$ cat src/rtl/mem_wb_reg.sv
`default_nettype none
// ============================================================================
//  Module      : mem_wb_reg
//  Description : MEM -> WB pipeline register. It captures the GPR write-back
//                bundle and presents it one cycle later to the register-file
//                write port. It honours the global stall vector and the flush
//                input, and it counts instructions that enter WB.
//                Optional HI/LO write-back fields exist when the macro
//                MEM_WB_HILO_EN is defined.
//  Revision    : 1.0 - initial release
// ============================================================================
module mem_wb_reg #(
    parameter int DATA_W = 32,
    parameter int ADDR_W = 5,
    parameter int CNT_W  = 32
) (
    input  logic              clk,
    input  logic              rst,          // synchronous, active-low
    input  logic [5:0]        stall,
    input  logic              flush,
    input  logic              mem_valid,
    input  logic              mem_wreg,
    input  logic [ADDR_W-1:0] mem_wd,
    input  logic [DATA_W-1:0] mem_wdata,
`ifdef MEM_WB_HILO_EN
    input  logic              mem_whilo,
    input  logic [DATA_W-1:0] mem_hi,
    input  logic [DATA_W-1:0] mem_lo,
    output logic              wb_whilo,
    output logic [DATA_W-1:0] wb_hi,
    output logic [DATA_W-1:0] wb_lo,
`endif
    output logic              wb_valid,
    output logic              wb_wreg,
    output logic [ADDR_W-1:0] wb_wd,
    output logic [DATA_W-1:0] wb_wdata,
    output logic [CNT_W-1:0]  retire_cnt
);

    localparam int               C_STALL_MEM = 4;
    localparam int               C_STALL_WB  = 5;
    localparam logic [CNT_W-1:0] C_CNT_ONE   = CNT_W'(1);

    // MEM stalled while WB runs: WB must see a bubble, otherwise the write
    // held in this register would be applied to the register file twice.
    logic w_bubble;
    // MEM advancing: take a new bundle. The illegal pattern (WB stalled,
    // MEM running) also lands here.
    logic w_capture;
    // Lower stall bits belong to earlier stages and do not affect this one.
    logic w_unused_stall;

    assign w_bubble       = stall[C_STALL_MEM] & ~stall[C_STALL_WB];
    assign w_capture      = ~stall[C_STALL_MEM];
    assign w_unused_stall = ^stall[3:0];

    // GPR write-back bundle: reset > flush > bubble > capture > hold
    always_ff @(posedge clk) begin
        if (!rst) begin
            wb_valid <= 1'b0;
            wb_wreg  <= 1'b0;
            wb_wd    <= '0;
            wb_wdata <= '0;
        end else if (flush || w_bubble) begin
            wb_valid <= 1'b0;
            wb_wreg  <= 1'b0;
            wb_wd    <= '0;
            wb_wdata <= '0;
        end else if (w_capture) begin
            wb_valid <= mem_valid;
            wb_wreg  <= mem_wreg & mem_valid;
            wb_wd    <= mem_wd;     // GPR 0 is passed through unfiltered
            wb_wdata <= mem_wdata;
        end
    end

    // Retired-instruction counter: counts real instructions entering WB, wraps
    always_ff @(posedge clk) begin
        if (!rst) begin
            retire_cnt <= '0;
        end else if (!flush && w_capture && mem_valid) begin
            retire_cnt <= retire_cnt + C_CNT_ONE;
        end
    end

`ifdef MEM_WB_HILO_EN
    // HI/LO write-back fields use the same priority as the GPR fields
    always_ff @(posedge clk) begin
        if (!rst) begin
            wb_whilo <= 1'b0;
            wb_hi    <= '0;
            wb_lo    <= '0;
        end else if (flush || w_bubble) begin
            wb_whilo <= 1'b0;
            wb_hi    <= '0;
            wb_lo    <= '0;
        end else if (w_capture) begin
            wb_whilo <= mem_whilo & mem_valid;
            wb_hi    <= mem_hi;
            wb_lo    <= mem_lo;
        end
    end
`endif

    // The illegal stall pattern is handled as a capture but should never occur
    a_legal_stall: assert property (@(posedge clk) disable iff (!rst)
        !(stall[C_STALL_WB] && !stall[C_STALL_MEM]));

endmodule
`default_nettype wire
$ cat config.mk
export PLATFORM = sky130hd
export DESIGN_NAME = mem_wb_reg
export DESIGN_NICKNAME = d
export VERILOG_FILES = /design/src/rtl/mem_wb_reg.sv
export SDC_FILE = /design/constraint.sdc
export NUM_CORES = 1
export LEC_CHECK = 0
export ABC_AREA = 0
export BUFFER_PORTS_ARGS = -buffer_cell sky130_fd_sc_hd__buf_2
export CAP_MARGIN = 20
export CORE_ASPECT_RATIO = 1.1
export CORE_MARGIN = 3
export CORE_UTILIZATION = 43
export CTS_CLUSTER_DIAMETER = 40
export CTS_CLUSTER_SIZE = 10
export DETAILED_ROUTE_END_ITERATION = 16
export PLACE_DENSITY = 0.81
export SLEW_MARGIN = 0
export SYNTH_ARGS = -nofsm -noshare
export SYNTH_HDL_FRONTEND = slang
export SYNTH_SLANG_ARGS = --single-unit
$ cat constraint.sdc
create_clock -name clk -period 1.85 [get_ports clk]
set_input_delay 0.185 -clock clk [delete_from_list [all_inputs] [get_ports clk]]
set_output_delay 0.185 -clock clk [all_outputs]
set_load 0.005 [all_outputs]
==> summary.md, run 1 <==
| Metric | Value |
|---|---|
| TNS Setup | -0.0472 ns |
| Reg-to-Reg End | retire_cnt[23] |
| Leak | 0.00190 uW |
| RSZ-0062 raised after global routing | yes |
| Tightest Pin Transition | 0.491 ns |
| Placed cells | 524 |
| Crit. End Element | flip-flop |
| Violated checks | negative setup slack |
| Final cell count without fillers | 546 |
| Site Rows | 30 |
| Worst reg-to-reg setup slack | -0.05 ns |
| Min Tclk post-route | 1.90 ns |
| Clock power frac | 46.1% |
| WP data arrival | 2.17 ns |
| Clock Sinks | 71 |
| Antenna violations before repair | 0 |
| Number of synthesized register bits | 71 |
| Synth-to-Final Area Change | 44.0% |
| Drt first-iter violations | 114 |
| Worst EP required | 2.12 ns |
| CP dominant cell by count | or4_4 |
| Clock Skews | 0.0115 ns |
| WHS Path Cells | 2 |
| Flop pwr share | a little under half |
| Drt first pass iters | 6 |
| Total congestion overflow | 0 |
| Final HPWL DP | 5430 um |
| Share of layout cells above drive strength 1 | 42.5% |
| Slew HR | 67.2% |
| Mean Syn Cell Area | 9.30 sq um |
| Sequential fraction of the synthesis area | 49.5% |
| DP Area | approximately 0.0038 sq mm |
| Worst-skew pair later-pin latency | 0.34 ns |
| Mux contribution to synthesized area | 12.9% |
| # DRC | 0 |
| Yosys Warn Count | 0 |
| Final ANT Viol Nets | 0 |
| Fmax | 527 MHz |
| Most frequent cell after synthesis | dfxtp_1 |
| Vias in the first global route | 2789 |
| GPL Wtd Cong | 0.757 |
| Maximum number of pins on one net before global-route repair | 33 |
| Path depth of the worst reg2reg path | 5 |
| Design Area, Final | 0.00414 sq mm |
| Reg clk slew, reported paths | 0.07 ns |
| CTS HTree Levels | 3 |
| EDFF count, synth | 0 |
| Power share of the combinational group | 6.5% |
| Largest area contributor in the netlist | dfxtp_1 |
| First-pass GRT wire length | between 10000 and 15000 um |
| Max stage delay on crit path | 0.60 ns |
| Post-Synth Adder-Cell Area | less than 1% |
| Top post-synthesis cells by area | dfxtp_1 (49%), mux2i_1 (13%), nor2_1 (6.3%) |
| Vias | between 2000 and 3000 |
| Root buf cell | clkbuf_8 |
| CTS tree | yes |
| Post-synth ARST share | 0% |
| Chip Width | 83.9 um |
| Status | finished, violations left |
| Ys flop type | dfxtp_1 |
| Post-synth top cells | dfxtp_1 (71), nor2_1 (48), mux2i_1 (37), a21oi_1 (23), or4_1 (14) |
| Hold bufs inserted after CTS | 0 |
| Clk buf depth | 2 |
| Number of setup violations in the final report | 1 |
| Port-buffer cells | 114 |
| Setup ws final | -0.0472 ns |
| Synth top area share | 49.5% |
| Final slew viol count | 0 |
| Largest family of logic cells by synthesized area | simple AND/OR/NAND/NOR gates |
| Synth Area in Compound Gates | 9.28% |
| WL/cell | 14.0 um |
| Crit-path cells | nand4_1 -> or4_4 -> buf_6 -> or4_4 -> a21oi_2 |
| Power Density | 797 mW/mm^2 |
| Gate Count Post-Synth | around 310 |
| Post-Synth Simple-Gate Area | 21.1% |
| Total Nets Final | 510 |
| Min-delay src | rst |
| Post-synthesis xor/xnor area fraction | 3.05% |
| Mapped Nets | 358 |
| Mapped Area | 0.00287 sq mm |
| Initial core utilization | 45.6% |
| Die height | slightly above 90 um |
| Die area | 0.00770 sq mm |
| Worst r2r src | retire_cnt[8] |
| Final hold vios | 0 |
| Total power draw | 3300 uW |
| CP Launch Type | flip-flop |
| Diode count | 0 |
| Final wirelength | around 7700 um |
| Max Fanout on Critical Path | 5 |
| Max-cap violation count | 0 |
| Core ar. | ~0.0063 sq mm |
| Critical path class | flip-flop to flip-flop |
| Clock buffer count from CTS | 9 |
| Worst hold path endpoint | retire_cnt[2] |
| Maximum vdd drop | roughly 670 uV |
| Vias per cell | 5.19 |
| Sw Share | 20.2% |
| Fin crit share | 103% |
| Psw | 666 uW |
| P_int | 2630 uW |
| Ports | 119 |
| Total Routing Usage GR | around a fifth |
| Worst slack, placed | -0.0780 ns |
| Hold/Removal Path Class | input pin to flip-flop |
| Slowest CP cell | or4_4 |
| Post-synth cell types | 29 |
==> worst max path at each step <==
stage                    from              to  slack [ns]  cells past startpoint
2_1_floorplan   retire_cnt[1]  retire_cnt[24]       -0.03                      7
3_3_place_gp         stall[4]  retire_cnt[30]       -0.04                      6
3_5_place_dp    retire_cnt[0]  retire_cnt[28]       -0.08                      6
4_1_cts        retire_cnt[10]  retire_cnt[23]       -0.04                      5
5_1_grt         retire_cnt[1]  retire_cnt[23]       -0.10                      5
6_report        retire_cnt[8]  retire_cnt[23]       -0.05                      5
==> layer usage <==
metal,vias up,share of wire [%],track usage [%]
met3,16,7.8,6.83
met4,0,2.6,9.25
met1,1310,40,21.8
met5,-,0,0
met2,103,49,33.9
li1,1403,-,-
==> sequential cells by signal, summed over array words and instances (netlist names) <==
| signal | flops |
|---|---|
| wb_wreg | 1 |
| wb_wdata | 32 |
| wb_wd | 5 |
| retire_cnt | 32 |
| wb_valid | 1 |
==> stage by stage <==
step / utilization, % / hold slack [ns]
2_1_floorplan: - / 0.307
3_3_place_gp: 60.1 / 0.407
3_5_place_dp: 60.1 / 0.410
4_1_cts: 65.2 / 0.0570
5_1_grt: 65.6 / 0.0661
6_report: 65.6 / 0.0757
==> logic make-up (layout without fill, tap and decap cells) <==
group | after synthesis | in the layout
mux | 37 | 37
buf+inv | 26 | 183
flops | 71 | 71
simple gates | 118 | 118
fa+ha+maj | 1 | 1
compound gates | 46 | 46
xor+xnor | 10 | 10
==> final cells by class <==
cell class / instances / area (sq um)
clock buffer: 13 / 159
sequential: 71 / 1450
timing repair buffer: 160 / 918
clock inverter: 3 / 90.1
multi-input combinational: 212 / 1400
inverter: 7 / 26.3
fill: 527 / 2170
tap: 80 / 100
==> layout by cell type, fill, tap and decap left out, types with 2 or more instances in the layout <==
| master | n |
|---|---|
| nand3_1 | 8 |
| bufinv_16 | 3 |
| o31ai_1 | 10 |
| or4_4 | 3 |
| a21oi_2 | 2 |
| nor2_1 | 48 |
| dfxtp_4 | 2 |
| or4_1 | 11 |
| and4_1 | 3 |
| buf_4 | 42 |
| dfxtp_1 | 56 |
| inv_1 | 7 |
| clkbuf_1 | 2 |
| nor4_1 | 4 |
| nand2_1 | 13 |
| mux2i_1 | 37 |
| o21ai_0 | 9 |
| a21oi_1 | 21 |
| nand4b_1 | 2 |
| or3_1 | 10 |
| xnor2_1 | 9 |
| dfxtp_2 | 13 |
| nand4_1 | 9 |
| clkbuf_8 | 11 |
| nor3_1 | 2 |
| buf_6 | 2 |
| buf_2 | 116 |
==> power by group through the flow <==
stage / Clock, uW / Sequential (uW) / Combinational [uW]
floorplan: 0 / 1600 / 105
global placement: 0 / 1600 / 203
detailed placement: 0 / 1600 / 209
CTS: 1560 / 1560 / 212
global route: 1630 / 1570 / 235
finish: 1520 / 1560 / 213
==> worst max-delay path, delay by kind of cell, from the launching register on <==
kind | cells | cell delay [ns]
DFF | 1 | 0.33
AOI/OAI and AO/OA | 1 | 0.13
buffers and inverters | 1 | 0.16
and+or+nand+nor | 3 | 1.22
==> repair_timing <==
action,4_1_cts,5_1_grt
pin swaps,7,7
endpoints found under the setup margin,11,16
resized for setup,13,8
cloned,2,0
setup buffers,4,1
(Power assumes the default switching activity.)
==> run 2: changes to the inputs <==
--- a/config.mk
+++ b/config.mk
@@ -15,6 +15,7 @@
 export CTS_CLUSTER_SIZE = 10
 export DETAILED_ROUTE_END_ITERATION = 16
 export PLACE_DENSITY = 0.81
+export REMOVE_ABC_BUFFERS = 1
 export SLEW_MARGIN = 0
 export SYNTH_ARGS = -nofsm -noshare
 export SYNTH_HDL_FRONTEND = slang
==> run 2 against run 1 <==
  * The flow still finishes with violations (negative setup slack)
  * Sequential power barely moved
  * Worst hold slack gained 0.0042 ns
  * Die area unchanged
  * Flip-flop and latch count is the same
  * Register-to-register slack worse by 0.07 ns
  * Non-clock buffer count increased by 5
  * Fmax fell by 3.6%
  * Routed wire length up 3.3%
  * First-iteration DRC count is 47% higher
  * Clock skew is 0.0055 ns lower
==> summary.md, run 2 (synthesized netlist as in run 1, its figures left out) <==
| Metric | Value |
|---|---|
| Status | finished, violations left (unchanged) |
| Violated checks | negative setup slack (unchanged) |
| Diode count | 0 (unchanged) |
| WL met2 | 3880 um (was 3790 um) |
| Path depth of the worst reg2reg path | 6 (was 5) |
| Die height | 91.7 um (unchanged) |
| RSZ-0062 raised after global routing | yes (unchanged) |
| Final core occ | 65.4% (was 65.6%) |
| Worst reg-to-reg setup slack | -0.12 ns (was -0.05 ns) |
| Antenna violations before repair | 0 (unchanged) |
| Share of layout cells above drive strength 1 | 43.0% (was 42.5%) |
| Tightest Pin Transition | 0.395 ns (was 0.491 ns) |
| Die area | 0.00770 sq mm (unchanged) |
| Fin crit share | 106% (was 103%) |
| Synth-to-Final Area Change | 43.6% (was 44.0%) |
| P_int | 2170 uW (was 2630 uW) |
| First-pass GRT wire length | 13000 um (was 12600 um) |
| Maximum vdd drop | 561 uV (was 673 uV) |
| Slew HR | 73.6% (was 67.2%) |
| Met3 WL | 752 um (was 599 um) |
| Root buf cell | clkbuf_8 (unchanged) |
| Crit. End Element | flip-flop (unchanged) |
| GPL Wtd Cong | 0.828 (was 0.757) |
| Drt first pass iters | 4 (was 6) |
| Vias | 2893 (was 2832) |
| Chip Width | 83.9 um (unchanged) |
| Drt first-iter violations | 168 (was 114) |
| Most common cell after layout, fill and taps aside | buf_2 (unchanged) |
| Total Routing Usage GR | 20.5% (was 19.8%) |
| Critical path class | flip-flop to flip-flop (unchanged) |
| Total Nets Final | 515 (was 510) |
| Number of setup violations in the final report | 7 (was 1) |
| Reg clk slew, reported paths | 0.07 ns (about the same) |
| Total power draw | 2860 uW (was 3300 uW) |
| Min-delay src | rst (unchanged) |
| Final wirelength | 7930 um (was 7670 um) |
| Hold/Removal Path Class | input pin to flip-flop (unchanged) |
| Final slew viol count | 0 (unchanged) |
| Setup ws final | -0.118 ns (was -0.0472 ns) |
| Leak | 0.00188 uW (was 0.00190 uW) |
| WP data arrival | 2.23 ns (was 2.17 ns) |
| Hold bufs inserted after CTS | 0 (unchanged) |
| Vias in the first global route | 2881 (was 2789) |
| Worst r2r src | retire_cnt[1] (was retire_cnt[8]) |
| # fillers | 530 (was 527) |
| CP Launch Type | flip-flop (unchanged) |
| CTS tree | yes (unchanged) |
| Crit path from | retire_cnt[1] (was retire_cnt[8]) |
| Core ar. | 0.00631 sq mm (unchanged) |
| WL/cell | 14.4 um (was 14.0 um) |
| Hold slack final | 0.0799 ns (was 0.0757 ns) |
| Flop pwr share | 54.6% (was 47.4%) |
| Total congestion overflow | 0 (unchanged) |
| Ports | 119 (unchanged) |
| Max Used Layer | met4 (unchanged) |
| Maximum number of pins on one net before global-route repair | 40 (was 33) |
| Worst-skew pair later-pin latency | 0.33 ns (was 0.34 ns) |
| Min Tclk post-route | 1.97 ns (was 1.90 ns) |
| Clock buffer count from CTS | 9 (unchanged) |
| Vias per cell | 5.26 (was 5.19) |
| Clock Sinks | 71 (unchanged) |
| Power Density | 694 mW/mm^2 (was 797 mW/mm^2) |
| Max Fanout on Critical Path | 5 (unchanged) |
| # DRC | 0 (unchanged) |
| Port-buffer cells | 114 (unchanged) |
| Most frequent cells in the layout | buf_2 (116), dfxtp_1 (66), nor2_1 (48) (was buf_2 (116), dfxtp_1 (56), nor2_1 (48)) |
| DP Area | 0.00380 sq mm (was 0.00379 sq mm) |
| Largest regs | retire_cnt (32), wb_wdata (32), wb_wd (5) (unchanged) |
| Reg-to-Reg End | retire_cnt[30] (was retire_cnt[23]) |
| WHS Path Cells | 2 (unchanged) |
| Final HPWL DP | 5590 um (was 5430 um) |
| Clk buf depth | 2 (unchanged) |
| Fmax | 508 MHz (was 527 MHz) |
| Worst EP required | 2.11 ns (was 2.12 ns) |
| Sw Share | 24.1% (was 20.2%) |
| Design Area, Final | 0.00412 sq mm (was 0.00414 sq mm) |
| Power share of the combinational group | 7.5% (was 6.5%) |
| Site Rows | 30 (unchanged) |
| Final ANT Viol Nets | 0 (unchanged) |
| M1 WL | 3200 um (was 3080 um) |
| Clock Skews | 0.00595 ns (was 0.0115 ns) |
| Worst hold path endpoint | retire_cnt[2] (unchanged) |
| Psw | 689 uW (was 666 uW) |
| Final hold vios | 0 (unchanged) |
| CTS HTree Levels | 3 (unchanged) |
| Max-cap violation count | 0 (unchanged) |
| Initial core utilization | 45.6% (unchanged) |
| Clock power frac | 37.9% (was 46.1%) |
==> run 2: cell count changes in the layout (fill, tap and decap cells not counted), moves of 2 or more <==
cell,change
a21oi_1,-3
a21oi_2,+3
buf_4,+3
bufinv_16,-3
clkbuf_1,-2
clkinvlp_4,+4
dfxtp_1,+10
dfxtp_2,-10
o21ai_0,-2
o21ai_1,+2
or4_1,-5
or4_4,+5
==> run 2: worst max-delay path by stage <==
stage                endpoint  slack [ns]  depth (start not counted)
6_report       retire_cnt[30]       -0.12                          6
5_1_grt        retire_cnt[30]       -0.16                          6
4_1_cts        retire_cnt[28]       -0.09                          6
3_5_place_dp   retire_cnt[28]       -0.20                          6
3_3_place_gp   retire_cnt[30]       -0.16                          6
2_1_floorplan  retire_cnt[20]       -0.24                          5
==> run 2: timing repair <==
| item | 4_1_cts | 5_1_grt |
|---|---|---|
| cloned | 3 | 0 |
| gates resized for setup | 13 | 19 |
| setup buffers | 3 | 2 |
| pin swaps | 16 | 10 |
| endpoints found under the setup margin | 15 | 18 |
==> run 2: layout make-up <==
type	count	area [sq um]	share of cell area, %
clock inverter	5	35.0	0.850
timing repair buffer	165	972	23.6
tap	80	100	2.43
sequential	71	1430	34.7
multi-input combinational	212	1420	34.4
clock buffer	10	138	3.34
inverter	7	26.3	0.637
==> run 2: metrics by stage <==
step	worst slack, ns	cells	TNS [ns]
2_1_floorplan	-0.238	290	-2.70
3_3_place_gp	-0.158	527	-1.24
3_5_place_dp	-0.196	527	-1.63
4_1_cts	-0.0927	548	-0.369
5_1_grt	-0.157	550	-1.28
6_report	-0.118	550	-0.480
==> run 2: critical path: stages (launching register included) <==
cell and delay, ns:
dfxtp_4 0.37, ha_4 0.13, nand4_1 0.12, or4_4 0.56, buf_6 0.15, or4_4 0.43, a21oi_2 0.14
==> run 2: layer usage <==
metal  GRT usage (%)  vias to the layer above
li1                -                     1422
met1            23.2                     1339
met2            34.9                      123
met3            7.37                        9
met4            8.58                        0
met5               0                        -
==> run 2: power groups by stage <==
stage / Clock [uW] / Sequential [uW] / Combinational [uW]
3_5_place_dp: 0 / 1600 / 213
3_3_place_gp: 0 / 1600 / 206
6_report: 1080 / 1560 / 213
2_1_floorplan: 0 / 1600 / 80.7
5_1_grt: 1170 / 1570 / 235
4_1_cts: 1110 / 1570 / 215
==> run 3: changes to the inputs <==
--- a/config.mk
+++ b/config.mk
@@ -10,11 +10,11 @@
 export CAP_MARGIN = 20
 export CORE_ASPECT_RATIO = 1.1
 export CORE_MARGIN = 3
-export CORE_UTILIZATION = 43
+export CORE_UTILIZATION = 30
 export CTS_CLUSTER_DIAMETER = 40
 export CTS_CLUSTER_SIZE = 10
 export DETAILED_ROUTE_END_ITERATION = 16
-export PLACE_DENSITY = 0.81
+export PLACE_DENSITY = 0.61
 export REMOVE_ABC_BUFFERS = 1
 export SLEW_MARGIN = 0
 export SYNTH_ARGS = -nofsm -noshare
==> run 3 against run 2 <==
  * The flow still finishes with violations (negative setup slack)
  * Critical path depth stayed put
  * Non-clock buffer count shrank 6
  * Clock skew up 0.0029 ns
  * Routed wire length down 1.1%
  * Critical path type unchanged
  * Largest cell class unchanged
==> summary.md, run 3 (synthesized netlist as in run 1, its figures left out) <==
| Metric | Value |
|---|---|
| Status | finished, violations left (unchanged) |
| Violated checks | negative setup slack (unchanged) |
| Worst r2r src | retire_cnt[0] (was retire_cnt[1]) |
| WP data arrival | 2.21 ns (was 2.23 ns) |
| Final ANT Viol Nets | 0 (unchanged) |
| Diode count | 0 (unchanged) |
| First-pass GRT wire length | 12500 um (was 13000 um) |
| Worst reg-to-reg setup slack | -0.1 ns (was -0.12 ns) |
| Crit-path cells | buf_4 -> nand4b_1 -> or4_4 -> buf_6 -> or4_1 -> a21oi_1 (was ha_4 -> nand4_1 -> or4_4 -> buf_6 -> or4_4 -> a21oi_2) |
| WHS Path Cells | 2 (unchanged) |
| Total congestion overflow | 0 (unchanged) |
| Port-buffer cells | 114 (unchanged) |
| Maximum vdd drop | 409 uV (was 561 uV) |
| Die area | 0.0108 sq mm (was 0.00770 sq mm) |
| GPL Wtd Cong | 0.780 (was 0.828) |
| Register area | 0.00143 sq mm (about the same) |
| Number of setup violations in the final report | 9 (was 7) |
| Most common cell after layout, fill and taps aside | buf_2 (unchanged) |
| Setup ws final | -0.0977 ns (was -0.118 ns) |
| Worst EP required | 2.11 ns (about the same) |
| Hold/Removal Path Class | input pin to flip-flop (unchanged) |
| Power Density | 747 mW/mm^2 (was 694 mW/mm^2) |
| # fillers | 906 (was 530) |
| Initial core utilization | 31.6% (was 45.6%) |
| Worst hold path endpoint | retire_cnt[2] (unchanged) |
| Share of layout cells above drive strength 1 | 39.5% (was 43.0%) |
| Min Tclk post-route | 1.95 ns (was 1.97 ns) |
| Die height | 109 um (was 91.7 um) |
| Final slew viol count | 0 (unchanged) |
| CTS tree | yes (unchanged) |
| Clock Skews | 0.00883 ns (was 0.00595 ns) |
| Max-cap violation count | 0 (unchanged) |
| Fin crit share | 105% (was 106%) |
| Critical path class | flip-flop to flip-flop (unchanged) |
| Antenna violations before repair | 0 (unchanged) |
| Synth-to-Final Area Change | 43.2% (was 43.6%) |
| Tightest Pin Transition | 0.584 ns (was 0.395 ns) |
| Slowest CP cell | or4_4 (unchanged) |
| Drt first pass iters | 4 (unchanged) |
| Hold bufs inserted after CTS | 0 (unchanged) |
| Clock Sinks | 71 (unchanged) |
| Final hold vios | 0 (unchanged) |
| Vias per cell | 4.88 (was 5.26) |
| Maximum number of pins on one net before global-route repair | 40 (unchanged) |
| RSZ-0062 raised after global routing | yes (unchanged) |
| Core ar. | 0.00910 sq mm (was 0.00631 sq mm) |
| Crit. End Element | flip-flop (unchanged) |
| Path depth of the worst reg2reg path | 6 (unchanged) |
| Design Area, Final | 0.00411 sq mm (was 0.00412 sq mm) |
| CP Launch Type | flip-flop (unchanged) |
| Worst slack, placed | -0.222 ns (was -0.196 ns) |
| Multi-input gate area | 0.00139 sq mm (was 0.00142 sq mm) |
| Leak | 0.00187 uW (was 0.00188 uW) |
| Final cell count without fillers | 577 (was 550) |
| Site Rows | 36 (was 30) |
| CTS HTree Levels | 3 (unchanged) |
| Final wirelength | 7840 um (was 7930 um) |
| Final HPWL DP | 5690 um (was 5590 um) |
| Reg-to-Reg End | retire_cnt[23] (was retire_cnt[30]) |
| Reg clk slew, reported paths | 0.08 ns (was 0.07 ns) |
| Clock buffer count from CTS | 9 (unchanged) |
| Drt first-iter violations | 59 (was 168) |
| Min-delay src | rst (unchanged) |
| Fmax | 513 MHz (was 508 MHz) |
| Vias | 2817 (was 2893) |
| Worst-skew pair later-pin latency | 0.34 ns (was 0.33 ns) |
| Largest regs | retire_cnt (32), wb_wdata (32), wb_wd (5) (unchanged) |
| Root buf cell | clkbuf_8 (unchanged) |
| Clk buf depth | 2 (unchanged) |
| Vias in the first global route | 2731 (was 2881) |
| Chip Width | 99.3 um (was 83.9 um) |
| Max Fanout on Critical Path | 13 (was 5) |
| WL/cell | 13.6 um (was 14.4 um) |
| DP Area | 0.00382 sq mm (was 0.00380 sq mm) |
| Ports | 119 (unchanged) |
| # DRC | 0 (unchanged) |
| Max stage delay on crit path | 0.50 ns (was 0.56 ns) |
| Slew HR | 61.1% (was 73.6%) |
| Total Routing Usage GR | 14.6% (was 20.5%) |
| Total Nets Final | 509 (was 515) |
| Most frequent cells in the layout | buf_2 (114), dfxtp_1 (68), nor2_1 (48) (was buf_2 (116), dfxtp_1 (66), nor2_1 (48)) |
| Placed cells | 558 (was 527) |
==> run 3: per-stage QoR <==
| stage | hold WS, ns | util (%) | TNS [ns] | total power [uW] |
|---|---|---|---|---|
| 4_1_cts | 0.0386 | 45.0 | -0.766 | 3110 |
| 6_report | 0.0624 | 45.2 | -0.530 | 3070 |
| 3_3_place_gp | 0.402 | 42.0 | -1.88 | 1810 |
| 3_5_place_dp | 0.410 | 42.0 | -2.17 | 1810 |
| 2_1_floorplan | 0.307 | - | -2.70 | 1680 |
| 5_1_grt | 0.0452 | 45.2 | -2.11 | 3210 |
==> run 3: how the worst max path moves through the flow <==
stage	start	to	slack, ns	cells past startpoint
after floorplan	retire_cnt[0]	retire_cnt[20]	-0.24	5
after global placement	stall[4]	retire_cnt[30]	-0.19	6
after detailed placement	stall[4]	retire_cnt[20]	-0.22	6
after CTS	retire_cnt[0]	retire_cnt[23]	-0.11	6
after global routing	retire_cnt[0]	retire_cnt[26]	-0.20	6
final	retire_cnt[0]	retire_cnt[23]	-0.1	6
==> run 3: repair_timing <==
| item | in CTS | in global routing |
|---|---|---|
| gates cloned | 1 | 0 |
| endpoints found under the setup margin | 17 | 18 |
| gates resized for setup | 12 | 6 |
| pin swaps | 14 | 6 |
| setup buffers | 4 | 0 |
==> run 3: worst max-delay path: cells and delay by family, from the launching register on <==
| kind | cells | cell delay [ns] |
|---|---|---|
| compound gates | 1 | 0.15 |
| simple gates | 3 | 1.08 |
| flops | 1 | 0.37 |
| buf+inv | 2 | 0.27 |
==> run 3: layout make-up <==
cell class	instances	area share, %
clock buffer	10	3.10
clock inverter	4	1.76
inverter	7	0.639
multi-input combinational	212	33.7
sequential	71	34.7
tap	114	3.47
timing repair buffer	159	22.7
==> run 3: report_power, final <==
part / total, uW / internal [uW] / switching [uW]
clock network: 1290 / 743 / 550
registers: 1570 / 1550 / 13.8
logic: 214 / 110 / 103
==> run 3: per-layer routing <==
metal	vias up	wire length (um)	GRT usage, %
met1	1292	3210	16.5
met4	0	163	6.54
li1	1400	-	-
met5	-	0	0
met3	12	800	6.72
met2	113	3660	23.7
